<file path="config.mk">
export PLATFORM = sky130hd
export DESIGN_NAME = axi_lite_regfile_slave_flat
export DESIGN_NICKNAME = d
export VERILOG_FILES = /design/src/rtl/axi_lite_regfile_slave_if.sv /design/src/rtl/axi_lite_regfile_slave.sv /design/src/flat_wrapper.sv
export SDC_FILE = /design/constraint.sdc
export NUM_CORES = 1
export LEC_CHECK = 0
export CAP_MARGIN = 5
export CORE_UTILIZATION = 44
export CTS_CLUSTER_DIAMETER = 50
export CTS_CLUSTER_SIZE = 16
export DETAILED_ROUTE_END_ITERATION = 10
export PLACE_DENSITY = 0.79
export SLEW_MARGIN = 10
export SYNTH_ARGS = -nofsm -noshare
export SYNTH_HDL_FRONTEND = slang
export SYNTH_SLANG_ARGS = --single-unit
</file>
<file path="constraint.sdc">
create_clock -name clk_i -period 11.9 [get_ports clk_i]
set_input_delay 1.19 -clock clk_i [delete_from_list [all_inputs] [get_ports clk_i]]
set_output_delay 1.19 -clock clk_i [all_outputs]
set_load 0.02 [all_outputs]
</file>
<file path="src/rtl/axi_lite_regfile_slave_if.sv">
// AXI-lite bus bundle between the SoC master and the register-file responder.
// Covers all five channels; clock and reset are carried separately.
interface axi_lite_regfile_slave_if #(
  parameter int unsigned ADDR_W = 32,
  parameter int unsigned DATA_W = 32
);
  logic              awvalid;
  logic              awready;
  logic [ADDR_W-1:0] awaddr;
  logic              wvalid;
  logic              wready;
  logic [DATA_W-1:0] wdata;
  logic              bvalid;
  logic              bready;
  logic [1:0]        bresp;
  logic              arvalid;
  logic              arready;
  logic [ADDR_W-1:0] araddr;
  logic              rvalid;
  logic              rready;
  logic [DATA_W-1:0] rdata;
  logic [1:0]        rresp;

  modport master (
    output awvalid, awaddr, wvalid, wdata, bready, arvalid, araddr, rready,
    input  awready, wready, bvalid, bresp, arready, rvalid, rdata, rresp
  );

  modport slave (
    input  awvalid, awaddr, wvalid, wdata, bready, arvalid, araddr, rready,
    output awready, wready, bvalid, bresp, arready, rvalid, rdata, rresp
  );
endinterface

</file>
<file path="src/rtl/axi_lite_regfile_slave.sv">
// AXI-lite responder holding NUM_REGS control registers, exported flat with per-register
// write pulses. Unmapped accesses complete with SLVERR.
module axi_lite_regfile_slave #(
  parameter int unsigned       ADDR_W    = 32,
  parameter int unsigned       DATA_W    = 32,
  parameter int unsigned       NUM_REGS  = 8,
  parameter logic [ADDR_W-1:0] BASE_ADDR = '0,
  parameter logic [DATA_W-1:0] REG_RESET = '0
) (
  input  logic                         clk_i,
  input  logic                         reset_i,
  axi_lite_regfile_slave_if.slave      axi_io,
  output logic [NUM_REGS*DATA_W-1:0]   reg_out_o,
  output logic [NUM_REGS-1:0]          wr_pulse_o
);

  localparam int unsigned LSB   = $clog2(DATA_W / 8);
  localparam int unsigned IDX_W = (NUM_REGS > 1) ? $clog2(NUM_REGS) : 1;

  localparam logic [1:0] RespOkay   = 2'b00;
  localparam logic [1:0] RespSlverr = 2'b10;

  logic              aw_held_q, aw_held_d;
  logic [ADDR_W-1:0] awaddr_q, awaddr_d;
  logic              w_held_q, w_held_d;
  logic [DATA_W-1:0] wdata_q, wdata_d;
  logic              bvalid_q, bvalid_d;
  logic [1:0]        bresp_q, bresp_d;
  logic              rvalid_q, rvalid_d;
  logic [DATA_W-1:0] rdata_q, rdata_d;
  logic [1:0]        rresp_q, rresp_d;
  logic [DATA_W-1:0] regs_q [NUM_REGS];
  logic [DATA_W-1:0] regs_d [NUM_REGS];
  logic [NUM_REGS-1:0] wr_pulse_q, wr_pulse_d;

  logic              aw_hs, w_hs, ar_hs, commit;
  logic [ADDR_W-1:0] wr_word, rd_word;
  logic              wr_hit, rd_hit;
  logic [IDX_W-1:0]  wr_idx, rd_idx;

  // Readies are forced low while reset is asserted, not just after the first edge.
  assign axi_io.awready = ~aw_held_q & ~reset_i;
  assign axi_io.wready  = ~w_held_q & ~reset_i;
  assign axi_io.arready = (~rvalid_q | axi_io.rready) & ~reset_i;
  assign axi_io.bvalid  = bvalid_q;
  assign axi_io.bresp   = bresp_q;
  assign axi_io.rvalid  = rvalid_q;
  assign axi_io.rdata   = rdata_q;
  assign axi_io.rresp   = rresp_q;
  assign wr_pulse_o     = wr_pulse_q;

  assign aw_hs  = axi_io.awvalid & axi_io.awready;
  assign w_hs   = axi_io.wvalid & axi_io.wready;
  assign ar_hs  = axi_io.arvalid & axi_io.arready;
  assign commit = aw_held_q & w_held_q & (~bvalid_q | axi_io.bready);

  assign wr_word = (awaddr_q - BASE_ADDR) >> LSB;
  assign rd_word = (axi_io.araddr - BASE_ADDR) >> LSB;
  assign wr_hit  = (awaddr_q >= BASE_ADDR) && (wr_word < ADDR_W'(NUM_REGS));
  assign rd_hit  = (axi_io.araddr >= BASE_ADDR) && (rd_word < ADDR_W'(NUM_REGS));
  assign wr_idx  = wr_word[IDX_W-1:0];
  assign rd_idx  = rd_word[IDX_W-1:0];

  always_comb begin
    for (int i = 0; i < NUM_REGS; i++) begin
      reg_out_o[i*DATA_W +: DATA_W] = regs_q[i];
    end
  end

  // Write channel: independent AW/W capture, commit once both held and B slot is free.
  always_comb begin
    aw_held_d  = aw_held_q;
    awaddr_d   = awaddr_q;
    w_held_d   = w_held_q;
    wdata_d    = wdata_q;
    bvalid_d   = bvalid_q;
    bresp_d    = bresp_q;
    wr_pulse_d = '0;
    for (int i = 0; i < NUM_REGS; i++) begin
      regs_d[i] = regs_q[i];
    end

    if (bvalid_q && axi_io.bready) begin
      bvalid_d = 1'b0;
    end

    if (commit) begin
      aw_held_d = 1'b0;
      w_held_d  = 1'b0;
      bvalid_d  = 1'b1;
      if (wr_hit) begin
        regs_d[wr_idx]     = wdata_q;
        wr_pulse_d[wr_idx] = 1'b1;
        bresp_d            = RespOkay;
      end else begin
        bresp_d = RespSlverr;
      end
    end else begin
      if (aw_hs) begin
        aw_held_d = 1'b1;
        awaddr_d  = axi_io.awaddr;
      end
      if (w_hs) begin
        w_held_d = 1'b1;
        wdata_d  = axi_io.wdata;
      end
    end
  end

  // Read channel: regs_q is sampled pre-commit, so a same-edge write is not visible.
  always_comb begin
    rvalid_d = rvalid_q;
    rdata_d  = rdata_q;
    rresp_d  = rresp_q;
    if (rvalid_q && axi_io.rready) begin
      rvalid_d = 1'b0;
    end
    if (ar_hs) begin
      rvalid_d = 1'b1;
      rdata_d  = rd_hit ? regs_q[rd_idx] : '0;
      rresp_d  = rd_hit ? RespOkay : RespSlverr;
    end
  end

  always_ff @(posedge clk_i or posedge reset_i) begin
    if (reset_i) begin
      aw_held_q  <= 1'b0;
      awaddr_q   <= '0;
      w_held_q   <= 1'b0;
      wdata_q    <= '0;
      bvalid_q   <= 1'b0;
      bresp_q    <= RespOkay;
      rvalid_q   <= 1'b0;
      rdata_q    <= '0;
      rresp_q    <= RespOkay;
      wr_pulse_q <= '0;
      for (int i = 0; i < NUM_REGS; i++) begin
        regs_q[i] <= REG_RESET;
      end
    end else begin
      aw_held_q  <= aw_held_d;
      awaddr_q   <= awaddr_d;
      w_held_q   <= w_held_d;
      wdata_q    <= wdata_d;
      bvalid_q   <= bvalid_d;
      bresp_q    <= bresp_d;
      rvalid_q   <= rvalid_d;
      rdata_q    <= rdata_d;
      rresp_q    <= rresp_d;
      wr_pulse_q <= wr_pulse_d;
      for (int i = 0; i < NUM_REGS; i++) begin
        regs_q[i] <= regs_d[i];
      end
    end
  end

endmodule

</file>
<file path="src/flat_wrapper.sv">
// flat-port wrapper written by rule: the top's interface ports become plain ports
module axi_lite_regfile_slave_flat 
#(
  parameter int unsigned       ADDR_W    = 32,
  parameter int unsigned       DATA_W    = 32,
  parameter int unsigned       NUM_REGS  = 8,
  parameter logic [ADDR_W-1:0] BASE_ADDR = '0,
  parameter logic [DATA_W-1:0] REG_RESET = '0
)
  (clk_i, reset_i, reg_out_o, wr_pulse_o, axi_io_awvalid, axi_io_awaddr, axi_io_wvalid, axi_io_wdata, axi_io_bready, axi_io_arvalid, axi_io_araddr, axi_io_rready, axi_io_awready, axi_io_wready, axi_io_bvalid, axi_io_bresp, axi_io_arready, axi_io_rvalid, axi_io_rdata, axi_io_rresp);
  axi_lite_regfile_slave_if #(.ADDR_W(ADDR_W), .DATA_W(DATA_W)) axi_io_i ();
  input  logic clk_i;
  input  logic reset_i;
  output logic [NUM_REGS*DATA_W-1:0] reg_out_o;
  output logic [NUM_REGS-1:0] wr_pulse_o;
  input wire logic [$bits(axi_io_i.awvalid)-1:0] axi_io_awvalid;
  input wire logic [$bits(axi_io_i.awaddr)-1:0] axi_io_awaddr;
  input wire logic [$bits(axi_io_i.wvalid)-1:0] axi_io_wvalid;
  input wire logic [$bits(axi_io_i.wdata)-1:0] axi_io_wdata;
  input wire logic [$bits(axi_io_i.bready)-1:0] axi_io_bready;
  input wire logic [$bits(axi_io_i.arvalid)-1:0] axi_io_arvalid;
  input wire logic [$bits(axi_io_i.araddr)-1:0] axi_io_araddr;
  input wire logic [$bits(axi_io_i.rready)-1:0] axi_io_rready;
  output wire logic [$bits(axi_io_i.awready)-1:0] axi_io_awready;
  output wire logic [$bits(axi_io_i.wready)-1:0] axi_io_wready;
  output wire logic [$bits(axi_io_i.bvalid)-1:0] axi_io_bvalid;
  output wire logic [$bits(axi_io_i.bresp)-1:0] axi_io_bresp;
  output wire logic [$bits(axi_io_i.arready)-1:0] axi_io_arready;
  output wire logic [$bits(axi_io_i.rvalid)-1:0] axi_io_rvalid;
  output wire logic [$bits(axi_io_i.rdata)-1:0] axi_io_rdata;
  output wire logic [$bits(axi_io_i.rresp)-1:0] axi_io_rresp;
  assign axi_io_i.awvalid = axi_io_awvalid;
  assign axi_io_i.awaddr = axi_io_awaddr;
  assign axi_io_i.wvalid = axi_io_wvalid;
  assign axi_io_i.wdata = axi_io_wdata;
  assign axi_io_i.bready = axi_io_bready;
  assign axi_io_i.arvalid = axi_io_arvalid;
  assign axi_io_i.araddr = axi_io_araddr;
  assign axi_io_i.rready = axi_io_rready;
  assign axi_io_awready = axi_io_i.awready;
  assign axi_io_wready = axi_io_i.wready;
  assign axi_io_bvalid = axi_io_i.bvalid;
  assign axi_io_bresp = axi_io_i.bresp;
  assign axi_io_arready = axi_io_i.arready;
  assign axi_io_rvalid = axi_io_i.rvalid;
  assign axi_io_rdata = axi_io_i.rdata;
  assign axi_io_rresp = axi_io_i.rresp;
  axi_lite_regfile_slave #(.ADDR_W(ADDR_W), .DATA_W(DATA_W), .NUM_REGS(NUM_REGS), .BASE_ADDR(BASE_ADDR), .REG_RESET(REG_RESET)) u_core (.clk_i(clk_i), .reset_i(reset_i), .axi_io(axi_io_i), .reg_out_o(reg_out_o), .wr_pulse_o(wr_pulse_o));
endmodule
</file>
## Yosys cells after proc, flatten, opt, wreduce, memory -nomap -nowiden

Index checks and enable logic that the tools add are counted.

- Bits in registers: 368
- Input bits: 103
- Output and inout port bits: 305

- $lt $le $gt $ge: 9
- Multiplexer cells: 21
- Bitwise gates (word level): 18
- Reductions and logical operators: 13

Operators with widths:

| kind | count |
|---|---|
| 256-bit bitwise mux | 1 |
| 32-bit two-way mux | 4 |
| 32-bit binary-select mux with 3-bit select | 1 |
| 32-bit demux with 3-bit select | 1 |
| 32-bit by 1-bit greater-or-equal comparator with 1-bit output (second input constant) | 2 |
| 30-bit by 4-bit less-than comparator with 1-bit output (second input constant) | 2 |
| 8-bit two-way mux | 2 |
| 1-bit two-way mux | 9 |
| 1-bit bitwise AND | 8 |
| 4-bit greater-or-equal comparator (second input constant) | 2 |
| 3-bit inverter with 4-bit output | 2 |
| 2-bit nonzero test | 4 |
| 1-bit logical AND | 6 |
| 1-bit inverter | 6 |
| 2-bit AND reduction | 3 |
| 3-bit by 4-bit less-than comparator with 1-bit output (second input constant) | 1 |
| 4-bit by 1-bit less-than comparator with 1-bit output (second input constant) | 1 |
| 2-bit two-way mux | 2 |
| 1-bit demux with 3-bit select | 1 |
| 3-bit by 1-bit greater-or-equal comparator with 1-bit output (second input constant) | 1 |
| 1-bit bitwise OR | 2 |

## Logic depth before layout (Yosys ltp)

- Depth in word-level cells: 6
- Gate-level depth with buffers: 6

## Worst setup path before layout

Ideal clock, no wire load.

- Path kind: input to register
- From: input port axi_io_araddr[3]
- To: register u_core.rdata_q[0] (netlist: u_core.axi_io.rdata[0])
- Setup time: 0.132 ns
- Data arrival time: 2.752 ns
- Required time: 11.768 ns
- Slack: 9.016 ns
- Cell stages on the path: 6
- Buffers on the path: 3
- Cell sequence: buf_2 -> clkbuf_1 -> clkbuf_1 -> mux4_2 -> mux2i_1 -> o2bb2ai_1

- Longest elaborated chain between the ends: 5

Ends and longest elaborated chain:

| item | RTL line | source |
|---|---|---|
| from (decl) | flat_wrapper.sv:22 | `input wire logic [$bits(axi_io_i.araddr)-1:0] axi_io_araddr;` |
| parallel branches: the longest is 4 deep, another holds 32-bit by 1-bit greater-or-equal comparator with 1-bit output | - |  |
| 32-bit two-way mux * | axi_lite_regfile_slave.sv:120 | `rdata_d = rd_hit ? regs_q[rd_idx] : '0;` |
| to (signal assigned) | axi_lite_regfile_slave.sv:148 | `rdata_q <= rdata_d;` |
| to (decl) | axi_lite_regfile_slave.sv:30 | `logic [DATA_W-1:0] rdata_q, rdata_d;` |

Every way passes the cells marked *. The select of a mux whose other input is x is not followed.
A chain may end at the register's enable or synchronous reset.

==> metrics.txt <==
# TYPE chip_impl_metric gauge
chip_impl_metric{name="place_inst",unit=""} 1760
chip_impl_metric{name="cts_htree_levels",unit=""} 2
chip_impl_metric{name="maxClockFrequency",unit="MHz"} 244
chip_impl_metric{name="seq_total_area_yosys",unit="%"} 58.6
chip_impl_metric{name="die-width",unit="um"} 190
chip_impl_metric{name="io_buffers",unit=""} 401
chip_impl_metric{name="io_pins",unit=""} 408
chip_impl_metric{name="grt_antenna_before_repair",unit=""} 2
chip_impl_metric{name="worstPathArrival",unit="ps"} 4610
chip_impl_metric{name="cts_buf_count",unit=""} 38
chip_impl_metric{name="ys_seq_elements",unit=""} 364
chip_impl_metric{name="synth.cell_area",unit="sq um"} 15500
chip_impl_metric{name="synth.lib_cells_used.distinct",unit=""} 33
chip_impl_metric{name="cts_resized",unit=""} 0
chip_impl_metric{name="wl_per_cell",unit="um"} 25.1
chip_impl_metric{name="cp_data_required_time",unit="ps"} 12410
chip_impl_metric{name="p_leak",unit="nW"} 9.79
chip_impl_metric{name="slew_headroom",unit="%"} 16.4
chip_impl_info{name="holdCritStartpoint",value="u_core.axi_io.rdata[2]"} 1
chip_impl_metric{name="clkLatencyLatePin",unit="ps"} 530
chip_impl_info{name="synth.top_cells.by_area",value="dfrtp_1 (59%), mux2_2 (20%), mux4_2 (9.3%)"} 1
chip_impl_metric{name="final.period_utilization",unit="%"} 34.4
chip_impl_metric{name="drc_errors",unit=""} 0
chip_impl_metric{name="area_growth",unit="%"} 37.5
chip_impl_metric{name="fin_worst_hold_slack",unit="ps"} 486
chip_impl_metric{name="timing_max_transition_violations_final",unit=""} 0
chip_impl_metric{name="drive_gt1_share",unit="%"} 34.6
chip_impl_metric{name="drt.antenna.violating_nets",unit=""} 0
chip_impl_info{name="timing.critical_path.from_type",value="input pin"} 1
chip_impl_metric{name="final_area",unit="sq um"} 21400
chip_impl_info{name="endpoint_kind",value="async pin"} 1
chip_impl_info{name="setup.worst_path.class",value="input pin to async pin"} 1
chip_impl_metric{name="grt_first_pass_wirelength",unit="mm"} 69.0
chip_impl_metric{name="hpwlAfterDp",unit="mm"} 29.7
chip_impl_info{name="min_delay_worst_endpoint",value="u_core.axi_io.rdata[2]"} 1
chip_impl_metric{name="via_count",unit=""} 10171
chip_impl_metric{name="cts_setup_buffers",unit=""} 0
chip_impl_metric{name="post_drt_via_cell_ratio",unit=""} 5.57
chip_impl_info{name="hold_path.class",value="flip-flop to flip-flop"} 1
chip_impl_info{name="clock_tree.root_cell",value="clkbuf_16"} 1
chip_impl_info{name="critical_path.reg2reg.endpoint",value="u_core.reg_out_o[241]"} 1
chip_impl_info{name="r2r-start",value="u_core.awaddr_q[12]"} 1
chip_impl_metric{name="timing.reg2reg.worst_path_depth",unit=""} 5
chip_impl_metric{name="hold_depth",unit=""} 1
chip_impl_metric{name="hold_viol_final",unit=""} 0
chip_impl_metric{name="number_of_violations_reported_at_the_end_of_detailed_routing_iteration_0",unit=""} 447
chip_impl_metric{name="seq_area",unit="sq um"} 9110
chip_impl_metric{name="num_rows",unit=""} 68
chip_impl_metric{name="global_route.overflow_total",unit=""} 0
chip_impl_metric{name="number_of_global_route_vias_before_repair",unit=""} 10875
chip_impl_metric{name="clock_skew",unit="ps"} 21.5
chip_impl_metric{name="die_h",unit="um"} 190
chip_impl_metric{name="final-setup-viol-count",unit=""} 0
chip_impl_metric{name="clk_slew_on_worst_s_h_paths",unit="ps"} 60
chip_impl_metric{name="final.min_clock_period",unit="ps"} 4100
chip_impl_metric{name="design.core.area",unit="sq um"} 34600
chip_impl_metric{name="totalPowerFinal",unit="mW"} 3.06
chip_impl_metric{name="layout.nets",unit=""} 1448
chip_impl_metric{name="post-synth-top-area-fraction",unit="%"} 58.6
chip_impl_metric{name="p_per_cell_area",unit="nW/um^2"} 143
chip_impl_metric{name="clock_sink_count",unit=""} 364
chip_impl_metric{name="multi_input_comb_area",unit="sq um"} 6160
chip_impl_metric{name="worst-path-max-fanout",unit=""} 151
chip_impl_metric{name="worst_margin_slew",unit="ps"} 1250
chip_impl_metric{name="final_replace_weighted_congestion",unit=""} 0.784
chip_impl_metric{name="grt_max_degree",unit=""} 152
chip_impl_metric{name="r2r_setup_slack",unit="ps"} 8720
chip_impl_info{name="cts_tree",value="done"} 1
chip_impl_metric{name="totalNegativeSetupSlack",unit="ps"} 0
chip_impl_metric{name="post_cts_hold_buffer_count",unit=""} 0
chip_impl_metric{name="fillerInstances",unit=""} 2590
chip_impl_metric{name="max_cap_viol_count",unit=""} 0
chip_impl_metric{name="cts.path.max_buffers",unit=""} 3
chip_impl_metric{name="route.final.wire_length",unit="mm"} 45.8
chip_impl_metric{name="first_pass_iters",unit=""} 6
chip_impl_metric{name="postSynthCellCount",unit=""} 942
chip_impl_metric{name="instances_no_fill",unit=""} 1827
chip_impl_metric{name="ys.warnings.count",unit=""} 0
chip_impl_info{name="grt_setup_unrepaired",value="false"} 1
chip_impl_metric{name="dpl_cell_area",unit="sq um"} 20100
chip_impl_info{name="synth_area_leader_cell",value="dfrtp_1"} 1
chip_impl_metric{name="initial_core_util",unit="%"} 44.9
chip_impl_info{name="outcome",value="completed"} 1
chip_impl_metric{name="die_area",unit="sq um"} 36100
chip_impl_metric{name="global_route.usage.total",unit="%"} 25.6
chip_impl_metric{name="post_synth.cell_area_avg",unit="sq um"} 16.5
chip_impl_metric{name="worst_ir_drop_vdd",unit="V"} 0.000120
-- layer usage --
| layer | part of all wire [%] | track usage [%] | wire length, um | vias to the layer above |
|---|---|---|---|---|
| li1 | - | - | - | 4328 |
| met1 | 40 | 32.4 | 18200 | 5352 |
| met2 | 50 | 43.1 | 22900 | 399 |
| met3 | 7.5 | 6.47 | 3460 | 90 |
| met4 | 2.7 | 7.88 | 1240 | 2 |
| met5 | 0.037 | 0 | 17 | - |
-- stage by stage --
step	setup slack (ps)	util, %
2_1_floorplan	606	-
5_1_grt	7270	61.7
3_5_place_dp	7150	57.9
3_3_place_gp	7150	57.9
6_report	7800	61.8
4_1_cts	7690	61.7
-- state kept, by name (all words and copies together), names as in the netlist --
register,flops
u_core.axi_io.rresp,1
u_core.wr_pulse_o,8
u_core.axi_io.bresp,1
u_core.wdata_q,32
u_core.reg_out_o,256
u_core.axi_io.rvalid,1
u_core.axi_io.rdata,32
u_core.awaddr_q,30
u_core.aw_held_q,1
u_core.axi_io.bvalid,1
u_core.w_held_q,1
-- final cells by class --
type                       count  area share [%]
timing repair buffer         425            19.6
antenna                        1          0.0117
inverter                       7           0.158
multi-input combinational    509            28.8
clock buffer                  45            4.86
tap                          455            2.66
sequential                   364            42.6
clock inverter                21            1.35
-- Yosys cell counts --
library cell,number
o2bb2ai_1,32
buf_6,3
buf_4,2
and3_1,1
and3b_1,2
nand4_1,7
mux2_1,10
nand2b_1,1
nor3_1,2
mux2i_1,32
nor2b_1,1
or4_1,3
conb_1,1
mux4_2,64
nor2_1,10
o21a_1,1
o32a_1,1
inv_1,7
nor4_2,6
mux2_2,279
and2_1,5
buf_2,11
dfrtp_1,364
buf_1,10
nand3_1,2
or3_1,1
mux2_4,29
nor4_1,6
or2_2,1
and4_1,2
nand2_1,6
nor3b_1,3
clkbuf_1,37
-- worst max-delay path, cell delays in order --
cell	delay (ps)
clkdlybuf4s50_1	720
inv_8	880
buf_4	820
buf_4	840
-- logic make-up after synthesis --
kind of cell           share of synthesized area (%)
other                                         0.0241
buffers and inverters                           1.97
multiplexers                                    35.1
flip-flops                                      58.6
AND/OR/NAND/NOR                                 2.44
AO/OA/AOI/OAI                                   1.92
-- placed cells by master (no fill, tap or decap), types with 5 or more instances in the layout --
| cell | n |
|---|---|
| buf_4 | 26 |
| clkbuf_16 | 39 |
| clkdlybuf4s50_1 | 398 |
| dfrtp_1 | 364 |
| inv_1 | 6 |
| inv_6 | 8 |
| inv_8 | 6 |
| mux2_1 | 10 |
| mux2_2 | 279 |
| mux2_4 | 29 |
| mux2i_1 | 32 |
| mux4_2 | 64 |
| nand2_1 | 5 |
| nand4_1 | 7 |
| nor2_1 | 10 |
| nor4_1 | 6 |
| o2bb2ai_1 | 32 |
-- where the power goes --
group	internal [mW]	total [mW]	switching [mW]
combinational	0.160	0.278	0.118
clock	0.732	1.26	0.524
sequential	1.35	1.53	0.176
total	2.24	3.06	0.818
-- worst max path at each step --
stage,startpoint,to,slack (ps),cells after the start
5_1_grt,reset_i,u_core.reg_out_o[238],7270,4
3_5_place_dp,reset_i,u_core.reg_out_o[142],7150,4
2_1_floorplan,reset_i,u_core.aw_held_q,610,1
4_1_cts,reset_i,u_core.axi_io.rdata[10],7690,4
6_report,reset_i,u_core.reg_out_o[206],7800,4
3_3_place_gp,reset_i,u_core.wdata_q[14],7150,4
Note: power is estimated with default switching activity, not from simulation.
==> patch, RTL diff (same flow settings) <==
Take the reset off `awaddr_q`, `wdata_q` and `rdata_q` and load them in a clocked block of their own.
--- a/src/rtl/axi_lite_regfile_slave.sv
+++ b/src/rtl/axi_lite_regfile_slave.sv
@@ -126,11 +126,8 @@
     if (reset_i) begin
       aw_held_q  <= 1'b0;
-      awaddr_q   <= '0;
       w_held_q   <= 1'b0;
-      wdata_q    <= '0;
       bvalid_q   <= 1'b0;
       bresp_q    <= RespOkay;
       rvalid_q   <= 1'b0;
-      rdata_q    <= '0;
       rresp_q    <= RespOkay;
       wr_pulse_q <= '0;
@@ -140,11 +137,8 @@
     end else begin
       aw_held_q  <= aw_held_d;
-      awaddr_q   <= awaddr_d;
       w_held_q   <= w_held_d;
-      wdata_q    <= wdata_d;
       bvalid_q   <= bvalid_d;
       bresp_q    <= bresp_d;
       rvalid_q   <= rvalid_d;
-      rdata_q    <= rdata_d;
       rresp_q    <= rresp_d;
       wr_pulse_q <= wr_pulse_d;
@@ -155,4 +149,10 @@
   end
 
+  always_ff @(posedge clk_i) begin
+    awaddr_q <= awaddr_d;
+    wdata_q  <= wdata_d;
+    rdata_q  <= rdata_d;
+  end
+
 endmodule
 
Check against the original RTL: differs if reset_i is asserted again (counterexample within 4 cycles, from zero or initial values and one cycle with reset_i high); with reset_i held inactive, the same outputs for 4 cycles.
==> patch against the original RTL <==
Synthesized area decreased by 2.9%; critical endpoint is now axi_io_arready; non-clock buffer count decreased by 5; sequential cell count unchanged; synthesized cell count decreased by 8.0%; wire length decreased by 6.3%; global-route usage decreased by 0.84 points; power decreased by 9.6%; combinational power decreased by 46%; count of clock-buffer cells in the layout decreased by 2; clock skew decreased by 6.8 ps; design area decreased by 2.0%; setup slack got worse by 200 ps.
==> patch: results <==
[run_status]
status = complete, no violations

[place]
dp_hpwl_mm = 27.8
gpl.final_weighted_congestion = 0.797
pre_cts_slack_ps = 7570
placement.cell_area_um2 = 19600

[route]
via_count = 9562
drt-pass1-iter-count = 4
wl_per_cell_um = 24.5
detailedRoute.firstIterationViolations = 514

[logic_synthesis]
synth_enable_flop_cells = 94
share_of_the_yosys_chip_area_belonging_to_registers = 0.634
synth_common_cells = dfrtp_1, mux2_2, edfxtp_1
synthCells = 867
yosysUniqueCellTypes = 32
asyncSetResetFlopFracSynth = 0.742
yosys-top-cells-area = dfrtp_1, edfxtp_1, mux2_2, mux4_2, mux2_4

[clock_network]
postCtsResizedCells = 0
insertion_delay_ps = 510

[grt]
grt_first_pass_wirelength_mm = 65.2
grt_max_degree = 77
number_of_global_route_vias_before_repair = 10280
globalRouteTotalUtil = 0.247

[timing]
skew_ps = 14.8
tightestPinTransition_ps = 1120
slack_of_the_critical_path_ps = 7600

[pwr]
worst_ir_drop_vdd_mv = 0.104
power.static_leakage_nw = 9.22

[finish]
post_route_cells_drive_above_1_share = 0.298
finish.net_count = 1380

[setup_path]
critical_path.max_fanout = 74
worst-r2r-setup-slack_ps = 8690
worst-endpoint-arrival_ps = 3110

[worst_hold_path]
min-delay-path-class = reg2reg
[patch: cells by family after synthesis]
group	synth area share
simple gates	0.0305
flops	0.634
buf+inv	0.0180
other cells	0.000248
mux	0.315
compound gates	0.00149
[patch: worst paths after layout]
| kind | cells after the start | startpoint | end |
|---|---|---|---|
| hold reg to reg | 1 | u_core.axi_io.bresp[1] | u_core.axi_io.bresp[1] |
| setup / recovery | 4 | reset_i | axi_io_arready |
| min in group asynchronous | 2 | reset_i | u_core.axi_io.bresp[1] |
| hold / removal | 1 | u_core.axi_io.bresp[1] | u_core.axi_io.bresp[1] |
| setup reg to reg | 5 | u_core.awaddr_q[12] | u_core.reg_out_o[161] |
| max in group asynchronous | 4 | reset_i | u_core.reg_out_o[203] |
[patch: critical path, cell delays in order]
cell and delay [ps]:
clkdlybuf4s50_1 540, inv_8 440, o21a_1 230, clkdlybuf4s50_1 660
[patch: per-stage QoR]
stage	power (mW)	instances	hold slack, ps
after global routing	2.86	1755	533
final	2.77	1756	509
after CTS	2.80	1754	513
after global placement	1.52	1685	489
after detailed placement	1.53	1685	498
after floorplan	1.44	868	482
[patch: layout make-up]
type / instances / area (um^2)
repair buffers: 420 / 4150
clock buffers: 43 / 1020
well taps: 448 / 561
diodes: 2 / 5.00
inverters: 10 / 45.0
clock inverters: 26 / 334
flip-flops and latches: 364 / 9580
fillers: 2495 / 12700
multi-input cells: 443 / 5270
[patch: per-layer routing]
layer	routed length, um	vias up	share of wire	GRT usage
met4	1140	0	0.027	0.0712
met5	0	-	0	0
met1	16800	4987	0.39	0.308
met2	21500	400	0.50	0.424
li1	-	4107	-	-
met3	3530	68	0.082	0.0647
[patch: where the power goes]
group          switching (mW)  internal, mW  total (mW)
sequential             0.0305          1.32        1.35
combinational          0.0868        0.0646       0.151
clock                   0.520         0.744        1.26
